<file path="src/rtl/workout_session.sv">
`default_nettype none
// ============================================================================
// workout_session : treadmill run/pause/stop session controller with BCD
// time, BCD distance, 1 Hz tick and display paging. Lap capture: WORKOUT_LAP_EN.
// Revision: 1.0
// ============================================================================
module workout_session #(
  parameter int CLK_HZ      = 50000000,
  parameter int SPEED_W     = 8,
  parameter int DIST_DIGITS = 3,
  parameter int NUM_PAGES   = 3,
  parameter int PAGE_SEC    = 4
) (
  input  logic                     CLOCK_50,
  input  logic                     reset,
  input  logic                     start,
  input  logic                     pause,
  input  logic                     stop,
  input  logic [SPEED_W-1:0]       speed,
  input  logic                     auto_page,
  input  logic [1:0]               page_sel,
`ifdef WORKOUT_LAP_EN
  input  logic                     lap,
  output logic [15:0]              lap_time_bcd,
  output logic [4*DIST_DIGITS-1:0] lap_dist_bcd,
`endif
  output logic [7:0]               min_bcd,
  output logic [7:0]               sec_bcd,
  output logic [4*DIST_DIGITS-1:0] dist_bcd,
  output logic [1:0]               state,
  output logic [1:0]               page,
  output logic                     tick_1hz
);

  localparam int                  c_pre_w     = (CLK_HZ > 1) ? $clog2(CLK_HZ) : 1;
  localparam int                  c_dist_w    = 4 * DIST_DIGITS;
  localparam logic [c_pre_w-1:0]  c_pre_max   = c_pre_w'(CLK_HZ - 1);
  localparam logic [c_pre_w-1:0]  c_pre_one   = c_pre_w'(1);
  localparam logic [c_dist_w-1:0] c_dist_max  = {DIST_DIGITS{4'h9}};
  localparam logic [2:0]          c_num_pages = 3'(NUM_PAGES);
  localparam logic [1:0]          c_last_page = 2'(NUM_PAGES - 1);
  localparam logic [3:0]          c_psec_last = 4'(PAGE_SEC - 1);

  typedef enum logic [1:0] {
    S_IDLE  = 2'd0,
    S_RUN   = 2'd1,
    S_PAUSE = 2'd2,
    S_DONE  = 2'd3
  } state_t;

  state_t              state_q, state_d;
  logic [c_pre_w-1:0]  pre_q, pre_d;
  logic [7:0]          min_q, min_d, sec_q, sec_d;
  logic [c_dist_w-1:0] dist_q, dist_d;
  logic [8:0]          res_q, res_d;
  logic [3:0]          psec_q, psec_d;
  logic [1:0]          page_q, page_d;
  logic                tick_q, tick_d;
  logic                w_tick, w_clear;
  logic [9:0]          w_res_sum;
`ifdef WORKOUT_LAP_EN
  logic [15:0]         lap_time_q, lap_time_d;
  logic [c_dist_w-1:0] lap_dist_q, lap_dist_d;
`endif

  function automatic logic [c_dist_w-1:0] bcd_inc(input logic [c_dist_w-1:0] v);
    logic [c_dist_w-1:0] r;
    logic                carry;
    r     = v;
    carry = 1'b1;
    for (int i = 0; i < DIST_DIGITS; i++) begin
      if (carry) begin
        if (v[4*i +: 4] == 4'd9) begin
          r[4*i +: 4] = 4'd0;
        end else begin
          r[4*i +: 4] = v[4*i +: 4] + 4'd1;
          carry       = 1'b0;
        end
      end
    end
    return r;
  endfunction

  // Stop and pause both pre-empt counting on the cycle they arrive.
  assign w_tick    = (state_q == S_RUN) && !stop && !pause && (pre_q == c_pre_max);
  assign w_clear   = (state_q == S_DONE) && start;
  assign w_res_sum = {1'b0, res_q} + 10'(speed);

  always_comb begin
    state_d = state_q;
    pre_d   = pre_q;
    min_d   = min_q;
    sec_d   = sec_q;
    dist_d  = dist_q;
    res_d   = res_q;
    psec_d  = psec_q;
    page_d  = page_q;
    tick_d  = w_tick;

    case (state_q)
      S_IDLE: if (start) state_d = S_RUN;
      S_RUN: begin
        if (stop)        state_d = S_DONE;
        else if (pause)  state_d = S_PAUSE;
        else if (w_tick) pre_d   = '0;
        else             pre_d   = pre_q + c_pre_one;
      end
      S_PAUSE: begin
        if (stop)                 state_d = S_DONE;
        else if (!pause && start) state_d = S_RUN;
      end
      S_DONE: if (start) state_d = S_IDLE;
      default: state_d = S_IDLE;
    endcase

    if (w_tick) begin
      if (sec_q == 8'h59) begin
        sec_d = 8'h00;
        if (min_q[3:0] == 4'd9) min_d = {min_q[7:4] + 4'd1, 4'd0};
        else                    min_d = {min_q[7:4], min_q[3:0] + 4'd1};
      end else if (sec_q[3:0] == 4'd9) begin
        sec_d = {sec_q[7:4] + 4'd1, 4'd0};
      end else begin
        sec_d = {sec_q[7:4], sec_q[3:0] + 4'd1};
      end
      if (min_q == 8'h99 && sec_q == 8'h58) state_d = S_DONE;

      // 360 residue units of 0.1 km/h-seconds make one 10 m step.
      if (w_res_sum >= 10'd360) begin
        res_d = 9'(w_res_sum - 10'd360);
        if (dist_q != c_dist_max) dist_d = bcd_inc(dist_q);
      end else begin
        res_d = w_res_sum[8:0];
      end
    end

    if (w_clear) begin
      pre_d  = '0;
      min_d  = '0;
      sec_d  = '0;
      dist_d = '0;
      res_d  = '0;
      psec_d = '0;
    end

    if (!auto_page) begin
      page_d = ({1'b0, page_sel} < c_num_pages) ? page_sel : 2'd0;
    end else if (w_clear) begin
      page_d = 2'd0;
    end else if (w_tick) begin
      if (psec_q >= c_psec_last) begin
        psec_d = '0;
        page_d = (page_q >= c_last_page) ? 2'd0 : page_q + 2'd1;
      end else begin
        psec_d = psec_q + 4'd1;
      end
    end
  end

`ifdef WORKOUT_LAP_EN
  always_comb begin
    lap_time_d = lap_time_q;
    lap_dist_d = lap_dist_q;
    if (w_clear) begin
      lap_time_d = '0;
      lap_dist_d = '0;
    end else if (lap && (state_q == S_RUN || state_q == S_PAUSE)) begin
      lap_time_d = {min_d, sec_d};
      lap_dist_d = dist_d;
    end
  end
`endif

  always_ff @(posedge CLOCK_50 or negedge reset) begin
    if (!reset) begin
      state_q    <= S_IDLE;
      pre_q      <= '0;
      min_q      <= '0;
      sec_q      <= '0;
      dist_q     <= '0;
      res_q      <= '0;
      psec_q     <= '0;
      page_q     <= '0;
      tick_q     <= 1'b0;
`ifdef WORKOUT_LAP_EN
      lap_time_q <= '0;
      lap_dist_q <= '0;
`endif
    end else begin
      state_q    <= state_d;
      pre_q      <= pre_d;
      min_q      <= min_d;
      sec_q      <= sec_d;
      dist_q     <= dist_d;
      res_q      <= res_d;
      psec_q     <= psec_d;
      page_q     <= page_d;
      tick_q     <= tick_d;
`ifdef WORKOUT_LAP_EN
      lap_time_q <= lap_time_d;
      lap_dist_q <= lap_dist_d;
`endif
    end
  end

  assign min_bcd  = min_q;
  assign sec_bcd  = sec_q;
  assign dist_bcd = dist_q;
  assign state    = state_q;
  assign page     = page_q;
  assign tick_1hz = tick_q;
`ifdef WORKOUT_LAP_EN
  assign lap_time_bcd = lap_time_q;
  assign lap_dist_bcd = lap_dist_q;
`endif

endmodule
`default_nettype wire

</file>
<file path="config.mk">
export PLATFORM = sky130hd
export DESIGN_NAME = workout_session
export DESIGN_NICKNAME = d
export VERILOG_FILES = /design/src/rtl/workout_session.sv
export SDC_FILE = /design/constraint.sdc
export NUM_CORES = 1
export LEC_CHECK = 0
export BUFFER_PORTS_ARGS = -buffer_cell sky130_fd_sc_hd__buf_2
export CORE_ASPECT_RATIO = 1.1
export CORE_MARGIN = 2
export CORE_UTILIZATION = 40
export CTS_BUF_LIST = sky130_fd_sc_hd__clkbuf_4
export CTS_CLUSTER_DIAMETER = 30
export CTS_CLUSTER_SIZE = 40
export DETAILED_ROUTE_END_ITERATION = 16
export MAX_ROUTING_LAYER = met4
export PLACE_DENSITY = 0.58
export SLEW_MARGIN = 10
export SYNTH_ARGS = -nofsm -noshare
export SYNTH_HDL_FRONTEND = slang
export SYNTH_SLANG_ARGS = --single-unit
</file>
<file path="constraint.sdc">
create_clock -name CLOCK_50 -period 3.6 [get_ports CLOCK_50]
set_input_delay 0.54 -clock CLOCK_50 [delete_from_list [all_inputs] [get_ports CLOCK_50]]
set_output_delay 0.54 -clock CLOCK_50 [all_outputs]
set_load 0.005 [all_outputs]
</file>
==> key figures, run 1 <==
Synth
  – Flops & latches, synth: 72
  – Synthesized Nets: 550
  – Post-synth EDFFs: 0
  – Synthesis warning total: 0
  – Area share of the largest cell type after synthesis: 0.388
  – Gate Count Post-Synth: 510
  – Distinct cell type count after synthesis: 71
  – Library cell with the highest instance count after synthesis: sky130_fd_sc_hd__dfrtp_1
  – Average instance area after synthesis: 9.09 um^2
  – Top cells by instance count after synthesis: 72 x sky130_fd_sc_hd__dfrtp_1, 57 x sky130_fd_sc_hd__nor2_1, 47 x sky130_fd_sc_hd__nand2_1
  – Post-synthesis instance area: 4640 um^2
  – Post-synthesis cell type with the largest combined area: sky130_fd_sc_hd__dfrtp_1
  – Asr flop ratio synth: 1.00
  – Cells taking the most area after synthesis: sky130_fd_sc_hd__dfrtp_1 39%, sky130_fd_sc_hd__ha_1 6.2%, sky130_fd_sc_hd__nor2_1 4.6%
  – Main synth FF type: sky130_fd_sc_hd__dfrtp_1
  – Portion of the post-synthesis area used by sequential elements: 0.388

Power
  – PwrDens: 337 nW/um^2
  – Static Leak: 0.00238 uW
  – Switching power share of the total: 0.339
  – Internal power consumption: 1150 uW
  – Total chip power: 1730 uW
  – Sequential fraction of design power: 0.539
  – Net switching power figure: 588 uW
  – Comb power frac: 0.204
  – Peak VDD IR: 0.000270 V
  – Clock network fraction of total power: 0.256

Floorplanning
  – X dimension of the die: 107 um
  – Overall die area: 12,500 um^2
  – Area of the placeable core: 11,400 um^2
  – Top-level port count: 49
  – Num rows: 41
  – Effective utilization at floorplan: 0.407
  – Die Span Y: 117 um

Worst setup path
  – Setup CP Type: reg -> reg
  – Reg2reg end: dist_bcd[7]
  – Number of cell instances on the worst register-to-register path: 9
  – CP Launch Type: flip-flop
  – Arr. time, crit path: 3.37 ns
  – Register-to-register setup slack: 0.57 ns
  – Worst path required time: 3.93 ns
  – Critical Path Sink Type: flip-flop
  – Largest driver fanout on the critical path: 11
  – Origin of the critical flop-to-flop path: res_q[0]

Clock tree
  – CTS tree: yes
  – Number of buffers between clock root and the deepest sink: 2
  – CTS hold repair buffers: 0
  – Post-cts resize count: 0
  – Postcts setup bufs: 0
  – Clock transition at the registers of the reported paths: 0.12 ns
  – Number of clock sinks seen by CTS: 72
  – Latest clock arrival within the worst-skew pair: 0.42 ns
  – Root Driver: sky130_fd_sc_hd__clkbuf_4
  – Maximum level of the CTS H-tree: 3
  – TritonCTS buffer count: 9

Route
  – Per-cell routed wire length: 14.8 um
  – Drt first-iter violations: 176
  – Remaining routing DRC violations: 0
  – 1st-pass router iterations: 4
  – Aggregate routed wire length: 10,500 um
  – Detail-routed via count per cell: 5.53
  – Antenna-violating nets left: 0
  – Total number of vias: 3,943

STA
  – Achievable frequency: 330 MHz
  – Final hold slack: 0.141 ns
  – Post-Route Skew: 0.0151 ns
  – Setup TNS: 0 ns
  – Measured slew at the worst slew-check pin: 0.698 ns
  – Post-route clock period utilization: 0.843
  – Final Critical Period: 3.03 ns
  – Number of endpoints failing setup at the final stage: 0
  – Total count of hold-check failures in the final report: 0
  – Final number of max-transition violations: 0
  – RSZ-0062 raised after global routing: no
  – Worst slew slack as a fraction of its limit: 0.534

Cells and area
  – Number of antenna repair diodes: 0
  – Share of layout cells above drive strength 1: 0.172
  – Final Instance Area: 5150 um^2
  – Fin cells: 713
  – Growth of design area from synthesis to finish: 11.0%
  – Net count reported at finish: 598
  – Fill cell count: 1,140

Placed design
  – Cell total after placement: 697
  – Cell area reported after detailed placement: 5040 um^2
  – RD Place Congestion: 0.856
  – Sum of net half-perimeters after detailed placement: 7710 um
  – Port Buffers: 48

GRT
  – Wire length of the first global-routing pass: 18,200 um
  – Final global-route overflow total: 0
  – Antenna violations before repair: 0
  – Pin count of the biggest net entering global routing: 45
  – Overall global routing resource usage: 0.187
  – Vias in the first global route: 3,866

Worst hold path
  – Tightest Hold Check Type: in -> async

Outcome
  – Status: completed

Job
  – Max cap viols: 0
[final cells by class]
class                   count  area, um^2  share of cell area
clock buffers              10        75.1              0.0146
clock inverters             6        35.0             0.00681
inverters                  16        60.1              0.0117
multi-input cells         403        2680               0.520
flip-flops and latches     72        1800               0.350
well taps                 150         188              0.0365
repair buffers             56         313              0.0608
[per-stage QoR]
step / setup slack, ns / utilization
floorplan: 0.576 / -
global placement: 0.408 / 0.442
detailed placement: 0.324 / 0.442
CTS: 0.565 / 0.452
global route: 0.381 / 0.452
finish: 0.567 / 0.452
[cells by family (layout without fill, tap and decap cells)]
logic type	Yosys count	count (layout)	synth area share
AO/OA/AOI/OAI	102	102	0.155
XOR/XNOR	34	34	0.0642
adder cells (fa/ha/maj)	24	24	0.0664
buffers and inverters	35	88	0.0348
flip-flops	72	72	0.388
multiplexers	9	9	0.0205
AND/OR/NAND/NOR	234	234	0.271
[registers in the layout, indices dropped and copies added, names as in the netlist, 2 cells and up]
name      flops
min_bcd       8
psec_q        4
page          2
state         2
sec_bcd       8
dist_bcd     12
pre_q        26
res_q         9
[power groups by stage]
stage | Clock, uW | Combinational [uW] | Sequential [uW]
after global placement | 0 | 354 | 946
after CTS | 464 | 362 | 935
after detailed placement | 0 | 361 | 951
after global routing | 496 | 404 | 947
final | 445 | 354 | 936
after floorplan | 0 | 260 | 922
[layer usage]
metal	track usage	wire length, um	up-vias
li1	-	-	1935
met1	0.232	4800	1923
met2	0.311	5220	75
met3	0.0271	419	10
met4	0.0710	109	0
met5	-	0	-
[worst max-delay path, cell delays in order (launching register included)]
cell	delay (ns)
sky130_fd_sc_hd__dfrtp_1	0.40
sky130_fd_sc_hd__ha_1	0.22
sky130_fd_sc_hd__fa_1	0.44
sky130_fd_sc_hd__a21o_4	0.25
sky130_fd_sc_hd__a221oi_4	0.31
sky130_fd_sc_hd__a21oi_2	0.12
sky130_fd_sc_hd__a21oi_4	0.21
sky130_fd_sc_hd__o211ai_2	0.24
sky130_fd_sc_hd__or4_1	0.56
sky130_fd_sc_hd__a22oi_1	0.20
[placed cells by master (no fill, tap or decap), drive strengths merged, types with 7 or more instances in the layout]
cell     n
dfrtp   72
nor2    57
buf     56
nand2   48
a21oi   35
o21ai   31
nand3   29
ha      23
xor2    20
nor3    20
inv     17
nand4   15
xnor2   14
and3    14
clkbuf  10
or3      9
nand2b   7
[how the worst max path moves through the flow]
stage / cells past startpoint / slack (ns) / end / startpoint
2_1_floorplan: 10 / 0.58 / dist_bcd[10] / speed[0]
3_3_place_gp: 10 / 0.41 / dist_bcd[7] / speed[0]
3_5_place_dp: 10 / 0.32 / dist_bcd[7] / speed[0]
4_1_cts: 9 / 0.57 / dist_bcd[7] / res_q[0]
5_1_grt: 9 / 0.38 / dist_bcd[7] / res_q[0]
6_report: 9 / 0.57 / dist_bcd[7] / res_q[0]
(Power assumes the default switching activity.)
==> run 2: changes to the inputs <==
--- a/config.mk
+++ b/config.mk
@@ -5,6 +5,7 @@
 export SDC_FILE = /design/constraint.sdc
 export NUM_CORES = 1
 export LEC_CHECK = 0
+export ABC_AREA = 1
 export BUFFER_PORTS_ARGS = -buffer_cell sky130_fd_sc_hd__buf_2
 export CORE_ASPECT_RATIO = 1.1
 export CORE_MARGIN = 2
@@ -14,7 +15,7 @@
 export CTS_CLUSTER_SIZE = 40
 export DETAILED_ROUTE_END_ITERATION = 16
 export MAX_ROUTING_LAYER = met4
-export PLACE_DENSITY = 0.58
+export PLACE_DENSITY = 0.6
 export SLEW_MARGIN = 10
 export SYNTH_ARGS = -nofsm -noshare
 export SYNTH_HDL_FRONTEND = slang
==> constraint.sdc (replaced) <==
create_clock -name CLOCK_50 -period 2.5 [get_ports CLOCK_50]
set_input_delay 0.375 -clock CLOCK_50 [delete_from_list [all_inputs] [get_ports CLOCK_50]]
set_output_delay 0.375 -clock CLOCK_50 [all_outputs]
set_load 0.005 [all_outputs]
==> run 2 against run 1 <==
Compared with the run above: via count rose by 9.9%; first-iteration DRC count up 22%; final area up 4.2%; highest routed layer unchanged; cell count increased by 19%; sequential power is 50% higher; clock-buffer cell count grew 1; largest cell class unchanged; worst setup slack lost 0.39 ns; clock skew rose by 0.0089 ns.
==> key figures, run 2 <==
Worst setup path
  – CP Launch Type: flip-flop
  – Critical Path Sink Type: flip-flop
  – Cell type of the slowest stage on the worst timing path: sky130_fd_sc_hd__dfrtp_1
  – Arr. time, crit path: 2.70 ns
  – Top cell family by delay on the critical path: simple AND/OR/NAND/NOR gates
  – Worst path required time: 2.87 ns
  – Largest stage delay on the critical path: 0.40 ns
  – Buffering stage count on the worst path with inverters included: 1
  – Setup CP Type: reg -> reg
  – Top cell by count, worst path: sky130_fd_sc_hd__nand2_1
  – CP cell instances: ha_1 -> fa_1 -> nand2_1 -> nand2_2 -> nand3_2 -> nand2_1 -> nand2_1 -> nand2_2 -> a21oi_4 -> buf_4 -> nand2_2 -> o21ai_0 -> nand3_1 -> nand2_1
  – Largest driver fanout on the critical path: 6

Synth
  – Average instance area after synthesis: 7.49 um^2
  – Portion of the post-synthesis area used by sequential elements: 0.383
  – Synthesized Nets: 668
  – Post-synthesis instance area: 4700 um^2
  – Cells taking the most area after synthesis: sky130_fd_sc_hd__dfrtp_1 38%, sky130_fd_sc_hd__nand2_1 13%, sky130_fd_sc_hd__inv_1 6.2%
  – Post-synth EDFFs: 0
  – Flops & latches, synth: 72
  – Top cells by instance count after synthesis: 157 x sky130_fd_sc_hd__nand2_1, 78 x sky130_fd_sc_hd__inv_1, 72 x sky130_fd_sc_hd__dfrtp_1
  – Area share of the largest cell type after synthesis: 0.383
  – Distinct cell type count after synthesis: 41
  – Gate Count Post-Synth: 628
  – Library cell with the highest instance count after synthesis: sky130_fd_sc_hd__nand2_1
  – Post-synthesis cell type with the largest combined area: sky130_fd_sc_hd__dfrtp_1
  – Asr flop ratio synth: 1.00
  – Synthesis warning total: 0
  – Main synth FF type: sky130_fd_sc_hd__dfrtp_1

Placed design
  – Pre-CTS setup slack: -0.0551 ns
  – Port Buffers: 48
  – Sum of net half-perimeters after detailed placement: 8110 um
  – RD Place Congestion: 0.895
  – Cell area reported after detailed placement: 5150 um^2
  – Cell total after placement: 827

Route
  – Total number of vias: 4,334
  – Per-cell routed wire length: 13.2 um
  – Drt first-iter violations: 214
  – Detail-routed via count per cell: 5.12
  – Remaining routing DRC violations: 0
  – Antenna-violating nets left: 0
  – Aggregate routed wire length: 11,100 um
  – 1st-pass router iterations: 5

Floorplanning
  – Area of the placeable core: 11,500 um^2
  – Overall die area: 12,600 um^2
  – X dimension of the die: 107 um
  – Effective utilization at floorplan: 0.409
  – Num rows: 41
  – Top-level port count: 49
  – Die Span Y: 118 um

GRT
  – Overall global routing resource usage: 0.190
  – Pin count of the biggest net entering global routing: 73
  – GR Util met2: 0.297
  – Met3 routing resource usage after global routing: 0.0404
  – Grt peak-use layer: met2
  – Global-route track usage on met1: 0.254
  – Final global-route overflow total: 0
  – Vias in the first global route: 4,022
  – Antenna violations before repair: 0
  – Wire length of the first global-routing pass: 18,900 um

STA
  – RSZ-0062 raised after global routing: yes
  – Final hold slack: 0.197 ns
  – Worst Slack Setup Final: 0.174 ns
  – Final Critical Period: 2.33 ns
  – Total count of hold-check failures in the final report: 0
  – Number of endpoints failing setup at the final stage: 0
  – Post-Route Skew: 0.0240 ns
  – Measured slew at the worst slew-check pin: 0.719 ns
  – Final number of max-transition violations: 0
  – Post-route clock period utilization: 0.930
  – Achievable frequency: 430 MHz
  – Worst slew slack as a fraction of its limit: 0.520

Cells and area
  – Number of antenna repair diodes: 0
  – Share of layout cells above drive strength 1: 0.155
  – Utilization of the core after routing: 0.467
  – Final Instance Area: 5360 um^2
  – Fin cells: 847
  – Biggest register: pre_q
  – Most frequent cells in the layout: 154 x sky130_fd_sc_hd__nand2_1, 78 x sky130_fd_sc_hd__inv_1, 72 x sky130_fd_sc_hd__dfrtp_1
  – Flip-flop count of the largest register, all copies and words added: 26
  – Most common library cell in the layout ignoring fill and taps: sky130_fd_sc_hd__nand2_1
  – Fill cell count: 1,196
  – Growth of design area from synthesis to finish: 14.0%
  – Net count reported at finish: 732

Clock tree
  – TritonCTS buffer count: 9
  – Number of clock sinks seen by CTS: 72
  – Clock transition at the registers of the reported paths: 0.12 ns
  – Latest clock arrival within the worst-skew pair: 0.42 ns
  – CTS tree: yes
  – Number of buffers between clock root and the deepest sink: 2
  – Root Driver: sky130_fd_sc_hd__clkbuf_4
  – Maximum level of the CTS H-tree: 3

Power
  – Peak VDD IR: 0.000222 V
  – Static Leak: 0.00278 uW
  – PwrDens: 538 nW/um^2

Job
  – Max cap viols: 0

Outcome
  – Status: completed

Worst hold path
  – Tightest Hold Check Type: in -> reg
-- run 2: cells by family after synthesis --
logic type,count (synthesis),share of synthesized area
fa+ha+maj,24,0.0654
buf+inv,91,0.0809
compound gates,61,0.0769
flops,72,0.383
simple gates,355,0.347
xor+xnor,25,0.0465
-- run 2: routing by layer --
metal	share of wire	vias to the layer above
li1	-	2203
met1	0.48	2048
met2	0.47	73
met3	0.034	10
met4	0.012	0
met5	0	-
-- run 2: final timing paths --
check / slack, ns / from / to / depth (start not counted)
setup / recovery: 0.17 / res_q[0] / res_q[5] / 14
hold / removal: 0.20 / auto_page / psec_q[1] / 3
setup reg to reg: 0.17 / res_q[0] / res_q[5] / 14
hold reg to reg: 0.50 / res_q[4] / res_q[4] / 2
max in group asynchronous: 1.67 / reset / pre_q[0] / 3
min in group asynchronous: 0.50 / reset / min_bcd[6] / 3
-- run 2: layout make-up --
class / count / area [um^2] / share of cell area
Clock buffer: 11 / 82.6 / 0.0154
Tap cell: 150 / 188 / 0.0350
Multi-Input combinational cell: 466 / 2580 / 0.481
Sequential cell: 72 / 1800 / 0.336
Clock inverter: 5 / 47.5 / 0.00886
Inverter: 81 / 304 / 0.0567
Timing Repair Buffer: 62 / 360 / 0.0672
-- run 2: timing repair --
| item | in CTS | in global routing |
|---|---|---|
| endpoints found under the setup margin | 0 | 21 |
| endpoints found under the hold margin | 72 | 0 |
| resized for setup | 0 | 10 |
| hold buffers | 1 | 0 |
| setup buffers | 0 | 2 |
-- run 2: power by group --
group / total [uW] / switching (uW) / internal, uW
Combinational: 765 / 493 / 271
Sequential: 1400 / 132 / 1260
Clock: 727 / 408 / 319
Total: 2890 / 1030 / 1850
-- run 2: metrics by stage --
stage,total power (uW),setup TNS (ns)
6_report,2890,0
5_1_grt,3110,-0.334
4_1_cts,2900,0
3_5_place_dp,2170,-0.316
3_3_place_gp,2150,0
2_1_floorplan,1910,0
-- run 2: worst register-to-register path: cells and delay by family (launching register included) --
kind | cells | cell delay [ns]
AND/OR/NAND/NOR | 9 | 0.79
AO/OA/AOI/OAI | 2 | 0.31
buffers and inverters | 1 | 0.18
adder cells (fa/ha/maj) | 2 | 0.60
flip-flops | 1 | 0.40
